[src/rtl/pipelined_sum_unit.sv]
// rtl/pipelined_sum_unit.sv - pipelined add/saturate/subtract/accumulate unit with valid/ready handshake
`timescale 1ns/1ps
module pipelined_sum_unit #(
  parameter int WIDTH   = 8,
  parameter int LATENCY = 2
) (
  input  logic             clk,
  input  logic             rst,
  input  logic             in_valid,
  output logic             in_ready,
  input  logic [WIDTH-1:0] in_a,
  input  logic [WIDTH-1:0] in_b,
  input  logic [1:0]       in_mode,
  input  logic             acc_clr,
  output logic             out_valid,
  input  logic             out_ready,
  output logic [WIDTH-1:0] out_sum,
  output logic             out_carry,
  output logic             out_sat,
  output logic [WIDTH-1:0] acc_value
);

  localparam logic [1:0] MODE_ADD = 2'b00;
  localparam logic [1:0] MODE_SAT = 2'b01;
  localparam logic [1:0] MODE_SUB = 2'b10;
  localparam logic [1:0] MODE_ACC = 2'b11;
  localparam int         DW       = WIDTH + 2;

  logic             en;
  logic             accept;
  logic             acc_beat;
  logic [WIDTH:0]   add_full;
  logic [WIDTH:0]   sub_full;
  logic [WIDTH+1:0] acc_full;
  logic [WIDTH-1:0] acc_q;
  logic [WIDTH-1:0] acc_base;
  logic [WIDTH-1:0] calc_sum;
  logic             calc_carry;
  logic             calc_sat;

  // Each stage carries {sat, carry, sum}; only stage 0 does arithmetic.
  logic [LATENCY-1:0] vld_q;
  logic [DW-1:0]      stage_q [LATENCY];

  assign en       = !out_valid || out_ready;
  assign in_ready = en;
  assign accept   = in_valid && en;
  assign acc_beat = accept && (in_mode == MODE_ACC);

  assign add_full = {1'b0, in_a} + {1'b0, in_b};
  assign sub_full = {1'b0, in_a} - {1'b0, in_b};
  // Clear-then-add when acc_clr coincides with an accumulate beat.
  assign acc_base = acc_clr ? '0 : acc_q;
  assign acc_full = {2'b00, acc_base} + {2'b00, in_a} + {2'b00, in_b};

  always_comb begin
    calc_sum   = add_full[WIDTH-1:0];
    calc_carry = add_full[WIDTH];
    calc_sat   = 1'b0;
    case (in_mode)
      MODE_ADD: ;
      MODE_SAT: begin
        if (add_full[WIDTH]) begin
          calc_sum = '1;
          calc_sat = 1'b1;
        end
      end
      MODE_SUB: begin
        calc_sum   = sub_full[WIDTH-1:0];
        calc_carry = sub_full[WIDTH];
      end
      MODE_ACC: begin
        calc_sum   = acc_full[WIDTH-1:0];
        calc_carry = |acc_full[WIDTH+1:WIDTH];
      end
      default: ;
    endcase
  end

  always_ff @(posedge clk or posedge rst) begin
    if (rst) begin
      vld_q <= '0;
      for (int i = 0; i < LATENCY; i++) begin
        stage_q[i] <= '0;
      end
    end else if (en) begin
      vld_q[0] <= accept;
      if (accept) begin
        stage_q[0] <= {calc_sat, calc_carry, calc_sum};
      end
      for (int i = 1; i < LATENCY; i++) begin
        vld_q[i]   <= vld_q[i-1];
        stage_q[i] <= stage_q[i-1];
      end
    end
  end

  // Accumulator clears on acc_clr even while the pipeline is stalled.
  always_ff @(posedge clk or posedge rst) begin
    if (rst) begin
      acc_q <= '0;
    end else if (acc_beat) begin
      acc_q <= acc_full[WIDTH-1:0];
    end else if (acc_clr) begin
      acc_q <= '0;
    end
  end

  assign out_valid = vld_q[LATENCY-1];
  assign out_sum   = stage_q[LATENCY-1][WIDTH-1:0];
  assign out_carry = stage_q[LATENCY-1][WIDTH];
  assign out_sat   = stage_q[LATENCY-1][WIDTH+1];
  assign acc_value = acc_q;

endmodule

[config.mk]
export PLATFORM = sky130hd
export DESIGN_NAME = pipelined_sum_unit
export DESIGN_NICKNAME = d
export VERILOG_FILES = /design/src/rtl/pipelined_sum_unit.sv
export SDC_FILE = /design/constraint.sdc
export NUM_CORES = 1
export LEC_CHECK = 0
export CAP_MARGIN = 20
export CORE_MARGIN = 5
export CORE_UTILIZATION = 30
export CTS_BUF_LIST = sky130_fd_sc_hd__clkbuf_8
export DETAILED_ROUTE_END_ITERATION = 8
export GPL_TIMING_DRIVEN = 0
export SLEW_MARGIN = 20
export SYNTH_ARGS = -nofsm -noshare
export SYNTH_HDL_FRONTEND = slang
export SYNTH_SLANG_ARGS = --single-unit
[constraint.sdc]
create_clock -name clk -period 3.1 [get_ports clk]
set_input_delay 0.31 -clock clk [delete_from_list [all_inputs] [get_ports clk]]
set_output_delay 0.31 -clock clk [all_outputs]
set_load 0.01 [all_outputs]
==> results of run 1 <==
[cell families (layout without fill, tap and decap cells)]
logic type      Yosys count  in the layout
simple gates             97             97
flops                    30             30
xor+xnor                  7              7
buf+inv                  46             94
compound gates           73             73
mux                       9              9
fa+ha+maj                34             34
[placed cells by master (no fill, tap or decap), types with 3 or more instances in the layout]
cell             count
a21o_1               3
a21oi_1             16
a31oi_1              4
and2_1               3
buf_2                6
buf_4                9
clkbuf_1             3
clkbuf_8             6
clkdlybuf4s50_1     37
dfrtp_1             30
fa_1                11
ha_1                23
inv_1               25
mux2_2               6
mux2i_1              3
nand2_1             50
nand2b_1             5
nor2_1              11
nor2b_1             10
nor3_1               7
o21a_1               4
o21ai_0             11
o21bai_1             3
o22ai_1              5
o31ai_1              3
xnor2_1              4
xor2_1               3
[per-stage QoR]
stage / area (um2) / utilization, %
CTS: 3263 / 37.79
finish: 3274 / 37.92
detailed placement: 3169 / 36.70
global route: 3274 / 37.92
floorplan: 2634 / -
global placement: 3169 / 36.70
[worst max-delay path, stage by stage]
cell and delay [ns]:
clkdlybuf4s15_1 0.36, nor2b_1 0.31, fa_1 0.46, ha_1 0.35
nor2b_2 0.17, o31ai_1 0.28, a21oi_1 0.16, and2_1 0.18
o41ai_2 0.31, a41oi_1 0.16
[flip-flops by register name (all words and copies together) (netlist names)]
register,cells
acc_value,8
out_carry,1
out_sat,1
out_sum,8
stage_q,10
vld_q,2
[routing by layer]
metal | track usage, % | share of wire [%] | vias to the layer above
li1 | - | - | 1108
met1 | 16.03 | 46 | 1013
met2 | 19.54 | 48 | 49
met3 | 2.799 | 4.4 | 9
met4 | 3.793 | 1.8 | 0
met5 | 0 | 0 | -
[final timing paths]
path | startpoint | to | slack, ns | depth (start not counted)
max in group asynchronous | rst | stage_q[15] | 2.26 | 2
min reg2reg | vld_q[0] | vld_q[1] | 0.46 | 1
min in group clk | vld_q[0] | vld_q[1] | 0.46 | 1
max reg2reg | acc_value[1] | stage_q[17] | 0.21 | 11
min | rst | out_carry | 0.44 | 2
max | acc_clr | stage_q[18] | 0.17 | 10
[area by class of cell]
cell class	count	area (um2)	area share, %
sequential	30	750.7	22.93
clock buffer	6	82.58	2.522
inverter	27	101.3	3.095
timing repair buffer	40	405.4	12.38
clock inverter	2	12.51	0.3821
buffer	19	120.1	3.668
tap	108	135.1	4.127
multi-input combinational	220	1667	50.90
[timing repair]
item	in CTS	in global routing
buffers inserted	0	0
pin swaps	0	1
gates resized for setup	1	5
endpoints found under the setup margin	2	2
hold buffers	0	0
[power by group]
part	switching [W]	total (W)	internal, W
Clock	0.000147	0.000325	0.000178
Combinational	0.000322	0.000642	0.000320
Sequential	0.0000364	0.000504	0.000468
Total	0.000505	0.00147	0.000966
==> results.json, run 1 <==
{
  "ys.flop_type": "dfrtp_1",
  "yosys_warnings": 0,
  "syn_area_per_cell_um2": 8.898,
  "synth-edff-count": 0,
  "synthAdderAreaFrac_pct": 19.29,
  "synth_area_mm2": 0.002634,
  "grt_pass1_vias": 2243,
  "antenna_left": 0,
  "yosysTopAreaCell": "dfrtp_1",
  "track_usage_pct": 12.10,
  "outcome": "finished clean",
  "dp_slack_ns": -0.4035,
  "required_ns": 3.22,
  "synth_cells": 296,
  "synth_top_area_share_pct": 28.50,
  "placementRows": 34,
  "grt_pass1_wl_um": 10930,
  "cts.sinks": 30,
  "routed_wirelength_um": 6339,
  "die_w_um": 103.7,
  "ys_types": 53,
  "synth_xor_area_share_pct": 2.328,
  "n_antenna_cell": 0,
  "fin_crit_ns": 2.931,
  "grt_max_degree": 31,
  "grt-ovfl-total": 0,
  "vias": 2179,
  "dpl.hpwl_um": 5216,
  "p_per_area_mw_per_mm2": 449.4,
  "cap_viol_max_count": 0,
  "finalCritPeriodShare_pct": 94.53,
  "numPortBuffers": 40,
  "clkTransAtPathRegs_ns": 0.06,
  "antenna_found_initial": 0,
  "cts-root-buf": "clkbuf_8",
  "synthTopCellsByArea": "dfrtp_1 29%, ha_1 11%, fa_1 8.4%, nand2_1 7.1%, inv_1 3.7%",
  "synth-seq-cells": 30,
  "crit_fanout": 8,
  "hold-worst-slack_ns": 0.4370,
  "htree_num_levels": 2,
  "hold_viol": 0,
  "io_pins": 43,
  "place_inst": 444,
  "power.leakage_nw": 1.507,
  "die_area_mm2": 0.01075,
  "area_growth_pct": 24.32,
  "rsz0062_at_grt": "false",
  "finalWorstSetupSlack_ns": 0.1694,
  "cts_max_path_buffers": 2,
  "place_congestion": 0.8182,
  "fin_skew_ns": 0.004783,
  "drc_errors": 0,
  "drv_slew": 0,
  "cp-start-kind": "input pin",
  "worst_setup_path_end_kind": "flop",
  "via_per_inst": 4.821,
  "clkLatencyLatePin_ns": 0.28,
  "tightest_slew_ns": 0.6233,
  "first_iter_violations": 112,
  "p_total_w": 0.001471,
  "synth_top_family_by_area": "compound AO/OA/AOI/OAI gates",
  "setup_viol": 0,
  "synth_seq_area_share_pct": 28.50,
  "instances_no_fill": 452,
  "synthMuxAreaShare_pct": 3.705,
  "core_area_mm2": 0.008636,
  "async_flop_share_pct": 100.0,
  "worstSetupPathType": "in -> reg",
  "cts_buffers": 5,
  "synth-compound-area-share_pct": 20.90,
  "ir_drop_v": 0.0001459,
  "start_util_pct": 30.50,
  "arrival_ns": 3.05,
  "hp-class": "in -> async",
  "drive_gt1_share_pct": 12.50,
  "synth.most_common_cell": "nand2_1",
  "wl_per_cell_um": 14.02,
  "slew_headroom_pct": 57.90,
  "fmax_ghz": 0.3412,
  "cts_tree": "yes",
  "die_height_um": 103.7,
  "synthTopCellsByCount": "50 x nand2_1, 30 x dfrtp_1, 26 x inv_1",
  "syn_nets": 353,
  "fillers": 903,
  "fin_nets": 400,
  "fin_setup_tns_ns": 0,
  "synth_simple_gate_area_share_pct": 16.86,
  "drt-pass1-iter-count": 4
}
(Power assumes the default switching activity.)
==> inputs of run 2 (changes only) <==
Settings changed: CTS_CLUSTER_DIAMETER set to 200.
==> results of run 2 <==
Same layout as run 1: the final DEF is identical, and so are final timing and power.
==> inputs of run 3 (changes only) <==
Settings changed: PLACE_DENSITY_LB_ADDON set to 0.05.
==> run 3 against run 2 <==
Design area up 0.38%. Clock skew grew 0.0026 ns. Final cell count did not move. Via count shrank 0.23%. First-iteration DRC count is 33% lower. Clock power rose by 21%. Hold slack gained 0.011 ns. Sequential share of layout area fell by 0.087 points. Total power grew 5.1%. Global-route usage increased by 1.1 points. Critical path depth grew 1. Routed wire length increased by 8.4%.
==> results.json, run 3 (synthesis results as in run 1) <==
{
  "antenna_found_initial": 0,
  "n_antenna_cell": 0,
  "grt_pass1_wl_um": 11720,
  "r2r-start": "acc_value[1]",
  "slowest_delay_ns": 0.55,
  "htree_num_levels": 2,
  "cts_setup_buffers": 0,
  "tightest_slew_ns": 0.6646,
  "rr_endpoint": "stage_q[17]",
  "r2r_slack_ns": 0.23,
  "grt_max_degree": 31,
  "cts.sinks": 30,
  "p_per_area_mw_per_mm2": 470.3,
  "final_cell_mix": "50 x nand2_1, 38 x clkdlybuf4s50_1, 30 x dfrtp_1",
  "die_area_mm2": 0.01075,
  "fin_skew_ns": 0.007355,
  "fin_setup_tns_ns": 0,
  "routed_wirelength_um": 6873,
  "antenna_left": 0,
  "crit_top_cell": "fa_1",
  "fmax_ghz": 0.3384,
  "area_growth_pct": 24.80,
  "required_ns": 3.27,
  "fillers": 903,
  "crit_path_top_delay_cell": "fa_1",
  "io_pins": 43,
  "drc_errors": 0,
  "finalCritPeriodShare_pct": 95.33,
  "first_iter_violations": 75,
  "regMostFlops": "stage_q",
  "track_usage_pct": 13.21,
  "p_total_w": 0.001546,
  "hold_viol": 0,
  "worst_setup_path_end_kind": "flop",
  "wl_per_cell_um": 15.21,
  "drv_slew": 0,
  "vias": 2174,
  "dp_slack_ns": -0.4635,
  "start_util_pct": 30.50,
  "critPathTopFamily": "adder cells",
  "cts_hold_buf": 0,
  "die_height_um": 103.7,
  "rsz0062_at_grt": "true",
  "cts-root-buf": "clkbuf_8",
  "numPortBuffers": 40,
  "place_congestion": 0.7950,
  "cp-start-kind": "input pin",
  "cts_buffers": 5,
  "cap_viol_max_count": 0,
  "crit_path_cell_trace": "clkdlybuf4s50_1 -> fa_1 -> ha_1 -> inv_1 -> fa_1 -> nor2b_1 -> o31ai_2 -> a21oi_1 -> xnor2_1 -> a22oi_1 -> a22o_1",
  "largest_register_ffs": 10,
  "crit_fanout": 4,
  "drt-pass1-iter-count": 5,
  "hp-class": "in -> async",
  "die_w_um": 103.7,
  "hold-worst-slack_ns": 0.4480,
  "clkTransAtPathRegs_ns": 0.07,
  "grt_pass1_vias": 2154,
  "cts_tree": "yes",
  "drive_gt1_share_pct": 12.50,
  "fin_nets": 400,
  "ir_drop_v": 0.0001736,
  "setup_viol": 0,
  "critPathBufInv": 2,
  "placementRows": 34,
  "worstSetupPathType": "in -> reg",
  "arrival_ns": 3.13,
  "slew_headroom_pct": 55.63,
  "via_per_inst": 4.810,
  "cts_resized": 1,
  "dpl.hpwl_um": 5619,
  "fin_crit_ns": 2.955,
  "r2r_cells": 11,
  "power.leakage_nw": 1.506,
  "clkLatencyLatePin_ns": 0.28,
  "cts_max_path_buffers": 2,
  "outcome": "finished clean",
  "core_area_mm2": 0.008636,
  "finalWorstSetupSlack_ns": 0.1447,
  "grt-ovfl-total": 0,
  "mostFrequentLayoutCell": "nand2_1"
}
run 3: power breakdown:
part | leakage [nW] | switching, W | internal [W]
logic | 1.09 | 0.000329 | 0.000321
clock network | 0.0579 | 0.000155 | 0.000236
registers | 0.361 | 0.0000365 | 0.000468
total | 1.51 | 0.000520 | 0.00103
run 3: cell type report:
cell class                 instances  area [um2]  share of cell area [%]
multi-input combinational        220        1669                   50.78
sequential                        30       750.7                   22.84
timing repair buffer              40       401.6                   12.22
inverter                          27       101.3                   3.083
clock buffer                       5       68.82                   2.094
clock inverter                     3       40.04                   1.218
buffer                            19       120.1                   3.654
tap                              108       135.1                   4.111
run 3: stage by stage:
| step | area (um2) | std cells | util, % |
|---|---|---|---|
| detailed placement | 3169 | 444 | 36.70 |
| finish | 3287 | 452 | 38.06 |
| global route | 3287 | 452 | 38.06 |
| floorplan | 2634 | 296 | - |
| CTS | 3277 | 452 | 37.95 |
| global placement | 3169 | 444 | 36.70 |
run 3: how the worst max path moves through the flow:
stage	start	to	cells after the start
5_1_grt	acc_clr	stage_q[17]	11
6_report	in_b[1]	stage_q[17]	11
3_3_place_gp	acc_clr	stage_q[18]	12
2_1_floorplan	acc_value[1]	stage_q[17]	11
4_1_cts	in_a[1]	stage_q[17]	11
3_5_place_dp	acc_clr	stage_q[18]	12
run 3: worst register-to-register path: stages, from the launching register on:
cell	delay, ns
dfrtp_1	0.37
nor2b_2	0.16
fa_1	0.49
ha_1	0.17
inv_1	0.06
fa_1	0.44
nor2b_1	0.20
o31ai_2	0.10
a21oi_1	0.19
xnor2_1	0.20
a22oi_1	0.13
a22o_1	0.25
run 3: layer usage:
layer / global-route usage, % / vias to the layer above / share of wire, %
met3: 1.679 / 4 / 4.1
met5: 0 / - / 0
met4: 3.608 / 0 / 0.92
li1: - / 1113 / -
met2: 20.54 / 49 / 46
met1: 19.21 / 1008 / 49
